### src/rtl/wb_port_arbiter_pkg.sv
// wb_port_arbiter_pkg
//   Shared definitions for the write-back port arbiter: default datapath
//   width, the index of the in-order pipeline requester, the grant-kind
//   enum and small helpers for index widths and round-robin pointer advance.
package wb_port_arbiter_pkg;

  localparam int DEF_XLEN = 32;
  localparam int REQ_PIPE = 0;

  typedef enum logic [1:0] {
    GNT_NONE = 2'd0,
    GNT_PIPE = 2'd1,
    GNT_RR   = 2'd2
  } gnt_kind_e;

  // Width of a requester index; at least one bit even for NREQ == 2.
  function automatic int src_width(input int nreq);
    return (nreq > 2) ? $clog2(nreq) : 1;
  endfunction

  // Round-robin pointer after a grant to requester k (k >= 1); wraps to 1.
  function automatic int next_rr(input int k, input int nreq);
    return (k >= nreq - 1) ? 1 : k + 1;
  endfunction

endpackage

### src/rtl/wb_port_arbiter_rr_picker.sv
// wb_port_arbiter_rr_picker
//   Combinational round-robin pick among requesters 1..NREQ-1.
//   Ports:
//     req   in   NREQ-1  eligibility of requesters 1..NREQ-1 (bit j = requester j+1)
//     ptr   in   SW      round-robin start point, in 1..NREQ-1
//     found out  1       some requester is eligible
//     idx   out  SW      winning requester number (1..NREQ-1), 0 if none
module wb_port_arbiter_rr_picker
  import wb_port_arbiter_pkg::*;
#(
  parameter int NREQ = 3,
  localparam int SW  = src_width(NREQ)
) (
  input  logic [NREQ-2:0] req,
  input  logic [SW-1:0]   ptr,
  output logic            found,
  output logic [SW-1:0]   idx
);

  logic          hi_found;
  logic [SW-1:0] hi_idx;
  logic [SW-1:0] lo_idx;

  // Scanning downward leaves the lowest match in each slot. The masked
  // (k >= ptr) pick has priority; the unmasked pick provides the wrap.
  always_comb begin
    found    = 1'b0;
    hi_found = 1'b0;
    hi_idx   = '0;
    lo_idx   = '0;
    for (int k = NREQ - 1; k >= 1; k--) begin
      if (req[k-1]) begin
        found  = 1'b1;
        lo_idx = SW'(k);
        if (SW'(k) >= ptr) begin
          hi_found = 1'b1;
          hi_idx   = SW'(k);
        end
      end
    end
    idx = hi_found ? hi_idx : lo_idx;
  end

endmodule

### src/rtl/wb_port_arbiter.sv
// wb_port_arbiter
//   Shares the register-file write port and the execute bypass between NREQ
//   result producers. Requester 0 (in-order pipeline) has fixed priority;
//   requesters 1..NREQ-1 are served round-robin and pre-empt requester 0
//   after STARVE_LIMIT consecutive lost cycles. Writes are registered, so
//   all write/bypass outputs are flop-driven with one cycle of latency.
//   Ports:
//     clk, rst             clock; synchronous active-high reset
//     i_req_valid  [NREQ]  request valid per requester
//     o_req_ready  [NREQ]  request accepted this cycle (combinational)
//     i_req_rd     [5*NREQ]     destination register, requester k at [5k+:5]
//     i_req_data   [XLEN*NREQ]  result, requester k at [XLEN*k+:XLEN]
//     o_reg_write_en/addr/data  register-file write port
//     o_exec_bypass_reg/data    bypass (mirror of the write port; reg 0 = none)
//     o_wb_src                  requester that produced the current write
module wb_port_arbiter
  import wb_port_arbiter_pkg::*;
#(
  parameter int XLEN         = DEF_XLEN,
  parameter int NREQ         = 3,
  parameter int STARVE_LIMIT = 8,
  localparam int SW          = src_width(NREQ)
) (
  input  logic                 clk,
  input  logic                 rst,
  input  logic [NREQ-1:0]      i_req_valid,
  output logic [NREQ-1:0]      o_req_ready,
  input  logic [NREQ*5-1:0]    i_req_rd,
  input  logic [NREQ*XLEN-1:0] i_req_data,
  output logic                 o_reg_write_en,
  output logic [4:0]           o_reg_addr,
  output logic [XLEN-1:0]      o_reg_data,
  output logic [4:0]           o_exec_bypass_reg,
  output logic [XLEN-1:0]      o_exec_bypass_data,
  output logic [SW-1:0]        o_wb_src
);

  localparam int CW = (STARVE_LIMIT > 0) ? $clog2(STARVE_LIMIT + 1) : 1;

  logic [NREQ-1:0] elig;
  logic [NREQ-1:0] zero_rd;
  logic [SW-1:0]   rr_ptr;
  logic [SW-1:0]   rr_idx;
  logic            rr_found;
  logic [CW-1:0]   cnt;
  logic            starve;
  gnt_kind_e       gnt_kind;
  logic            gnt_valid;
  logic [SW-1:0]   gnt_idx;
  logic [4:0]      sel_rd;
  logic [XLEN-1:0] sel_data;

  logic            wr_en_q;
  logic [4:0]      addr_q;
  logic [XLEN-1:0] data_q;
  logic [SW-1:0]   src_q;

  // Requests to x0 are acknowledged but never compete for the port.
  always_comb begin
    elig    = '0;
    zero_rd = '0;
    for (int k = 0; k < NREQ; k++) begin
      zero_rd[k] = (i_req_rd[5*k +: 5] == 5'd0);
      elig[k]    = i_req_valid[k] && !zero_rd[k];
    end
  end

  wb_port_arbiter_rr_picker #(
    .NREQ (NREQ)
  ) u_rr_picker (
    .req   (elig[NREQ-1:1]),
    .ptr   (rr_ptr),
    .found (rr_found),
    .idx   (rr_idx)
  );

  assign starve = (STARVE_LIMIT != 0) && (cnt == CW'(STARVE_LIMIT));

  always_comb begin
    gnt_kind = GNT_NONE;
    gnt_idx  = '0;
    if (starve && rr_found) begin
      gnt_kind = GNT_RR;
      gnt_idx  = rr_idx;
    end else if (elig[REQ_PIPE]) begin
      gnt_kind = GNT_PIPE;
      gnt_idx  = SW'(REQ_PIPE);
    end else if (rr_found) begin
      gnt_kind = GNT_RR;
      gnt_idx  = rr_idx;
    end
  end

  assign gnt_valid = (gnt_kind != GNT_NONE);

  always_comb begin
    o_req_ready = '0;
    sel_rd      = '0;
    sel_data    = '0;
    for (int k = 0; k < NREQ; k++) begin
      o_req_ready[k] = !rst && i_req_valid[k] &&
                       (zero_rd[k] || (gnt_valid && gnt_idx == SW'(k)));
      if (gnt_valid && gnt_idx == SW'(k)) begin
        sel_rd   = i_req_rd[5*k +: 5];
        sel_data = i_req_data[XLEN*k +: XLEN];
      end
    end
  end

  always_ff @(posedge clk) begin
    if (rst) begin
      wr_en_q <= 1'b0;
      addr_q  <= '0;
      data_q  <= '0;
      src_q   <= '0;
      rr_ptr  <= SW'(1);
      cnt     <= '0;
    end else begin
      wr_en_q <= gnt_valid;
      addr_q  <= sel_rd;
      data_q  <= sel_data;
      src_q   <= gnt_idx;
      if (gnt_kind == GNT_RR) begin
        rr_ptr <= SW'(next_rr(int'(gnt_idx), NREQ));
        cnt    <= '0;
      end else if (rr_found) begin
        // Requester 0 won while someone else waited; saturate at the limit.
        if (cnt != CW'(STARVE_LIMIT)) cnt <= cnt + 1'b1;
      end else begin
        cnt <= '0;
      end
    end
  end

  assign o_reg_write_en     = wr_en_q;
  assign o_reg_addr         = addr_q;
  assign o_reg_data         = data_q;
  assign o_exec_bypass_reg  = addr_q;
  assign o_exec_bypass_data = data_q;
  assign o_wb_src           = src_q;

endmodule

### config.mk
export PLATFORM = sky130hd
export DESIGN_NAME = wb_port_arbiter
export DESIGN_NICKNAME = d
export VERILOG_FILES = /design/src/rtl/wb_port_arbiter_pkg.sv /design/src/rtl/wb_port_arbiter_rr_picker.sv /design/src/rtl/wb_port_arbiter.sv
export SDC_FILE = /design/constraint.sdc
export NUM_CORES = 1
export LEC_CHECK = 0
export CORE_MARGIN = 3
export CORE_UTILIZATION = 33
export CTS_CLUSTER_SIZE = 40
export DETAILED_ROUTE_END_ITERATION = 10
export PLACE_DENSITY = 0.82
export SETUP_SLACK_MARGIN = 0.1
export SYNTH_ARGS = -nofsm -noshare
export SYNTH_HDL_FRONTEND = slang
export SYNTH_SLANG_ARGS = --single-unit
### constraint.sdc
create_clock -name clk -period 2.3 [get_ports clk]
set_input_delay 0.23 -clock clk [delete_from_list [all_inputs] [get_ports clk]]
set_output_delay 0.23 -clock clk [all_outputs]
set_load 0.02 [all_outputs]
== After elaboration in Yosys (flattened, before gate mapping) ==
Index checks and enable logic that the tools add are counted.
Word-level totals
  output and inout bits: 80
  word-level logic and storage cells: 69
  bits of input ports: 116
  register bits: 46
Operators by class
  eq/ne operators: 5
  bitwise operators: 1
  add/sub/neg operators: 2
  reduce and logical (&&, ||, !) cells: 26
  $lt $le $gt $ge: 3
  multiplexer cells: 26
Operators by type and width (count)
  2-to-1 mux 32 bit: 3
  2-to-1 mux 2 bit: 14
  logical NOT 5 bit: 3
  2-to-1 mux 5 bit: 3
  logical AND 1 bit: 13
  2-to-1 mux 1 bit: 6
  adder 4 x 1 -> 4 bit, second input constant: 1
  equality test 2 bit, second input constant: 2
  equality test 4 bit, second input constant: 1
  logical NOT 1 bit: 4
  != test 4 bit, second input constant: 1
  logical OR 1 bit: 3
  OR reduction 3 bit: 1
  adder 2 x 1 -> 2 bit, second input constant: 1
  equality test 2 x 1 -> 1 bit, second input constant: 1
  greater-or-equal comparator 1 x 2 -> 1 bit, first input constant: 1
  greater-or-equal comparator 2 bit, first input constant: 1
  greater-or-equal comparator 2 bit, second input constant: 1
  logical NOT 2 bit: 1
  nonzero test 2 bit: 1
  inverter 1 bit: 1

== Logic depth before layout (Yosys ltp) ==
  depth after elaboration: 15
  mapped depth: 9
  gate-level depth less buffers: 7

== By module ==
From an unflattened synthesis, not the netlist that was laid out.
Unflattened totals
  cell total of the unflattened synthesis: 347
  area, all modules: 2936.6 sq um
Modules (own cells, without submodules)
  wb_port_arbiter: seq. area each 920.9 sq um, area an instance 2900.3 sq um, instances 1, cells an instance 342
  wb_port_arbiter_rr_picker: seq. area each 0.0 sq um, area an instance 36.3 sq um, instances 1, cells an instance 5

== Worst setup path after synthesis ==
Ideal clock, no wire load.
  path type: input -> output
  start point: in i_req_rd[3]
  end point: out o_req_ready[1]
  data required time: 2070 ps
  stages on the path: 7
  path buffers: 2
  slack: 146 ps
  arrival time: 1924 ps
  cells stage by stage: or4_4 o211ai_4 nor3b_2 buf_4 buf_6 nor2_1 nor3b_2
On the way
  word-level cells in the longest chain between the ends: 9
  elaborated cells on any way between the ends: 12
  those cells by class: eq/ne: 1; mux: 4; reduce/logical: 7
RTL lines
  from (decl): line wb_port_arbiter.sv:28  | input logic [NREQ*5-1:0] i_req_rd,
  logical NOT 5 bit *: line wb_port_arbiter.sv:63  | zero_rd[k] = (i_req_rd[5*k +: 5] == 5'd0);
  logical NOT 1 bit *: line wb_port_arbiter.sv:64  | elig[k] = i_req_valid[k] && !zero_rd[k];
  logical AND 1 bit *: line wb_port_arbiter.sv:64
  2-to-1 mux 2 bit: line wb_port_arbiter.sv:85  | end else if (elig[REQ_PIPE]) begin
  2-to-1 mux 2 bit: line wb_port_arbiter.sv:82  | if (starve && rr_found) begin
  equality test 2 x 1 -> 1 bit or nonzero test 2 bit (tied branches): line wb_port_arbiter.sv:102, wb_port_arbiter.sv:94
  logical AND 1 bit *: line wb_port_arbiter.sv:102  | (zero_rd[k] || (gnt_valid && gnt_idx == SW'(k)));
  logical OR 1 bit *: line wb_port_arbiter.sv:102
  logical AND 1 bit *: line wb_port_arbiter.sv:101  | o_req_ready[k] = !rst && i_req_valid[k] &&
  to (decl): line wb_port_arbiter.sv:27  | output logic [NREQ-1:0] o_req_ready,
Every way passes the cells marked *; elsewhere a longest branch is shown, timed or not.

== Worst setup path after layout ==
  start point: reg cnt[0]
  end point: reg data_q[28] (netlist: o_exec_bypass_data[28])
On the way
  word-level cells in the longest chain between the ends: 8
  elaborated cells on any way between the ends: 14
  those cells by class: eq/ne: 3; mux: 5; reduce/logical: 6
RTL lines
  from (decl): line wb_port_arbiter.sv:45  | logic [CW-1:0] cnt;
  from (signal assigned): line wb_port_arbiter.sv:128  | if (cnt != CW'(STARVE_LIMIT)) cnt <= cnt + 1'b1;
  equality test 4 bit *: line wb_port_arbiter.sv:77  | assign starve = (STARVE_LIMIT != 0) && (cnt == CW'(STARVE_LIMIT));
  logical AND 1 bit *: line wb_port_arbiter.sv:82
  2-to-1 mux 2 bit: line wb_port_arbiter.sv:82
  nonzero test 2 bit or logical NOT 2 bit (tied branches): line wb_port_arbiter.sv:94, wb_port_arbiter.sv:103
  logical AND 1 bit: line wb_port_arbiter.sv:103  | if (gnt_valid && gnt_idx == SW'(k)) begin
  2-to-1 mux 32 bit (2 in series): line wb_port_arbiter.sv:103
  2-to-1 mux 32 bit *: line wb_port_arbiter.sv:103
  to (signal assigned): line wb_port_arbiter.sv:121  | data_q <= sel_data;
  to (decl): line wb_port_arbiter.sv:55  | logic [XLEN-1:0] data_q;
Marks and branches as above.
A chain may end at the register's enable or synchronous reset.

==> impl_metrics.csv <==
group,metric,value,unit
clocking,path_clk_slew,90,ps
min_path,hold_start,"i_req_rd[11]",
global_routing,overflow,0,
floorplan,initial_utilization,34.8,%
clocking,cts_sinks,46,
global_routing,grt_pass1_vias,2764,
yosys,yosys_warnings,0,
pwr,cellPowerDensity,505,nW/µm²
clocking,h-tree-depth,2,
timing,rsz0062_at_grt,"true",
min_path,min_to,"o_exec_bypass_reg[1]",
pwr,power.leakage,1.72,nW
pwr,ir_worst_vdd,0.237,mV
yosys,synth_cell_types,36,
final_layout,mostFrequentLayoutCells,"180 x clkdlybuf4s50_1, 44 x dfxtp_1, 42 x nor2_1",
worst_setup_path,reg2reg_slack,150,ps
yosys,syn_area,2430,µm²
final_layout,fin_nets,559,
floorplan,dieHeight,91.8,µm
global_routing,grt_max_degree,39,
global_routing,antenna_found_initial,0,
timing,fin_ws,147,ps
floorplan,die_w,91.8,µm
final_layout,drive_above_1_share,16.5,%
worst_setup_path,cp_slowest_stage_delay,340,ps
pwr,p_sw_share,29.1,%
worst_setup_path,startpoint,"cnt[0]",
timing,hold_slack,283,ps
pwr,p_clk_share,26.3,%
global_routing,grt_pass1_wl,14600,µm
detailed_routing,drt-total-wl,9650,µm
detailed_routing,wl_per_cell,17.9,µm
placed_design,io_buffers,195,
detailed_routing,route.antenna.remaining_nets,0,
placed_design,place_ws,-538,ps
pwr,pwr-share-seq,38.8,%
global_routing,grt_util_all_layers,21.7,%
worst_setup_path,r2r-end,"o_exec_bypass_data[28]",
clocking,ctsHoldBuffers,0,
worst_setup_path,crit_type,"register to register",
timing,fmaxAchievable,465,MHz
timing,tightest_slew,425,ps
floorplan,die_area,8420,µm²
yosys,syn_inst,268,
yosys,syn-num-nets,386,
clocking,cts_buffer_depth,2,
timing,max_slew_margin,71.6,%
final_layout,final_common_cell,"clkdlybuf4s50_1",
detailed_routing,drcViolationCount,0,
outcome,status,"finished clean",
yosys,ys_seq_area_share,37.9,%
worst_setup_path,reg2reg_from,"cnt[0]",
placed_design,gp_congestion,0.828,
worst_setup_path,slowest_stage,"a211oi_2",
placed_design,placed_area,4320,µm²
floorplan,core,6980,µm²
clocking,root_buffer,"clkbuf_8",
detailed_routing,dr.pass1.iters,4,
worst_setup_path,crit_required,2480,ps
min_path,holdPathStages,3,
final_layout,final_area,4530,µm²
worst_setup_path,cp.arrival,2330,ps
worst_setup_path,critPathLaunchType,"register",
timing,min_period,2150,ps
worst_setup_path,cp-end-kind,"register",
pwr,p_int,1.62,mW
timing,hold_viol_final,0,
placed_design,dp_hpwl,7460,µm
worst_setup_path,ff2ff_path_depth,9,
timing,maxSlewViolCount,0,
timing,finalCritPeriodShare,93.6,%
detailed_routing,routed-via-count,2714,
timing,setup_viol,0,
min_path,min_path_type,"input port to register",
clocking,worstSkewPairLatency,300,ps
worst_setup_path,crit_chain,"inv_1, ha_1, nand3b_1, buf_4, a211oi_2, nor3_4, buf_12, a221oi_1, nor3_1",
final_layout,largest_reg_flops,32,
clocking,cts_buffers,5,
job,cap_violations,0,
detailed_routing,avgViaCountPerCell,5.04,
clocking,cts_tree,"built",
timing,skew,5.45,ps
final_layout,area_growth,86.6,%
pwr,combPwrFrac,35.0,%
yosys,synth.ff_latch_count,46,
floorplan,rows,30,
floorplan,pin_count,196,
worst_setup_path,cp_max_fo,16,
pwr,switchingPower,666,µW
yosys,avgSynthCellArea,9.06,µm²
final_layout,diodes,0,
detailed_routing,drt_iter0_markers,101,
==> synth_stat cells <==
library cell,number,area share (%)
dfxtp_1,46,38
nor2_1,43,6.6
buf_4,42,13
nor3_1,30,6.2
a221oi_1,29,10
a221oi_2,8,4.9
nor3_2,8,3.3
clkbuf_1,7,1.1
buf_2,6,1.2
inv_1,5,0.77
nand2_1,5,0.77
a21oi_1,4,0.82
a211oi_1,3,0.93
nor3b_2,3,1.5
o21ai_0,3,0.62
ha_1,2,1.0
nand3_1,2,0.41
nand3b_1,2,0.62
nor2b_1,2,0.52
or4_4,2,0.93
a21boi_0,1,0.31
a21o_1,1,0.31
and3b_1,1,0.36
buf_1,1,0.15
buf_6,1,0.46
nor3_4,1,0.67
nor3b_1,1,0.31
nor4_1,1,0.26
o2111a_1,1,0.46
o2111ai_1,1,0.36
o211a_1,1,0.41
o211ai_4,1,0.88
o21ai_2,1,0.36
or3_1,1,0.26
xnor2_1,1,0.36
xor2_1,1,0.36
==> through the flow <==
| stage | TNS (ps) | util, % | instances | power (mW) |
|---|---|---|---|---|
| floorplan | 0 | - | 268 | 1.28 |
| global route | 0 | 64.9 | 538 | 2.38 |
| global placement | -10610 | 61.9 | 524 | 1.68 |
| finish | 0 | 64.9 | 538 | 2.29 |
| detailed placement | -13340 | 61.9 | 524 | 1.70 |
| CTS | 0 | 63.9 | 535 | 2.29 |
==> what timing repair did <==
action,4_1_cts,5_1_grt
setup endpoints to repair,40,40
pin swaps,10,7
setup buffers,3,3
gates resized for setup,32,11
==> kinds of logic after synthesis <==
| group | after synthesis | share of synthesized area (%) |
|---|---|---|
| xor gates and xnor gates | 2 | 0.721 |
| DFF | 46 | 37.9 |
| buffers and inverters | 62 | 16.7 |
| adders and majority gates | 2 | 1.03 |
| AOI/OAI and AO/OA | 54 | 20.9 |
| and+or+nand+nor | 102 | 22.8 |
==> worst max-delay path: cells and delay by family, from the launching register on <==
family | cells | cell delay [ps]
flip-flops | 1 | 330
buffers and inverters | 3 | 450
AND/OR/NAND/NOR | 3 | 450
AO/OA/AOI/OAI | 2 | 660
adder cells (fa/ha/maj) | 1 | 150
==> how the worst max path moves through the flow <==
| stage | to | slack (ps) | cells after the start |
|---|---|---|---|
| after floorplan | o_req_ready[1] | 150 | 7 |
| after global placement | o_req_ready[0] | -520 | 7 |
| after detailed placement | o_req_ready[0] | -540 | 7 |
| after CTS | o_req_ready[0] | 90 | 7 |
| after global routing | o_exec_bypass_data[25] | 50 | 9 |
| final | o_exec_bypass_data[28] | 150 | 9 |
==> power by group through the flow <==
stage / combinational, mW / clock [mW] / sequential, mW
after floorplan: 0.313 / 0 / 0.964
after global placement: 0.774 / 0 / 0.902
after detailed placement: 0.790 / 0 / 0.906
after CTS: 0.795 / 0.611 / 0.887
after global routing: 0.840 / 0.648 / 0.895
final: 0.799 / 0.601 / 0.887
==> area by class of cell <==
| class | count | area [µm²] |
|---|---|---|
| multi-input combinational | 160 | 1180 |
| clock inverter | 3 | 40.0 |
| fill | 578 | 2450 |
| clock buffer | 5 | 68.8 |
| sequential | 46 | 923 |
| timing repair buffer | 223 | 2180 |
| inverter | 5 | 18.8 |
| tap | 96 | 120 |
==> layer usage <==
metal  GRT usage [%]  vias up  part of all wire (%)
met5               0        -                     0
met4            5.57        0                   1.2
met3            5.09       10                   6.4
met2            40.8      111                    54
met1            24.3     1309                    38
li1                -     1284                     -
(Power assumes the default switching activity.)
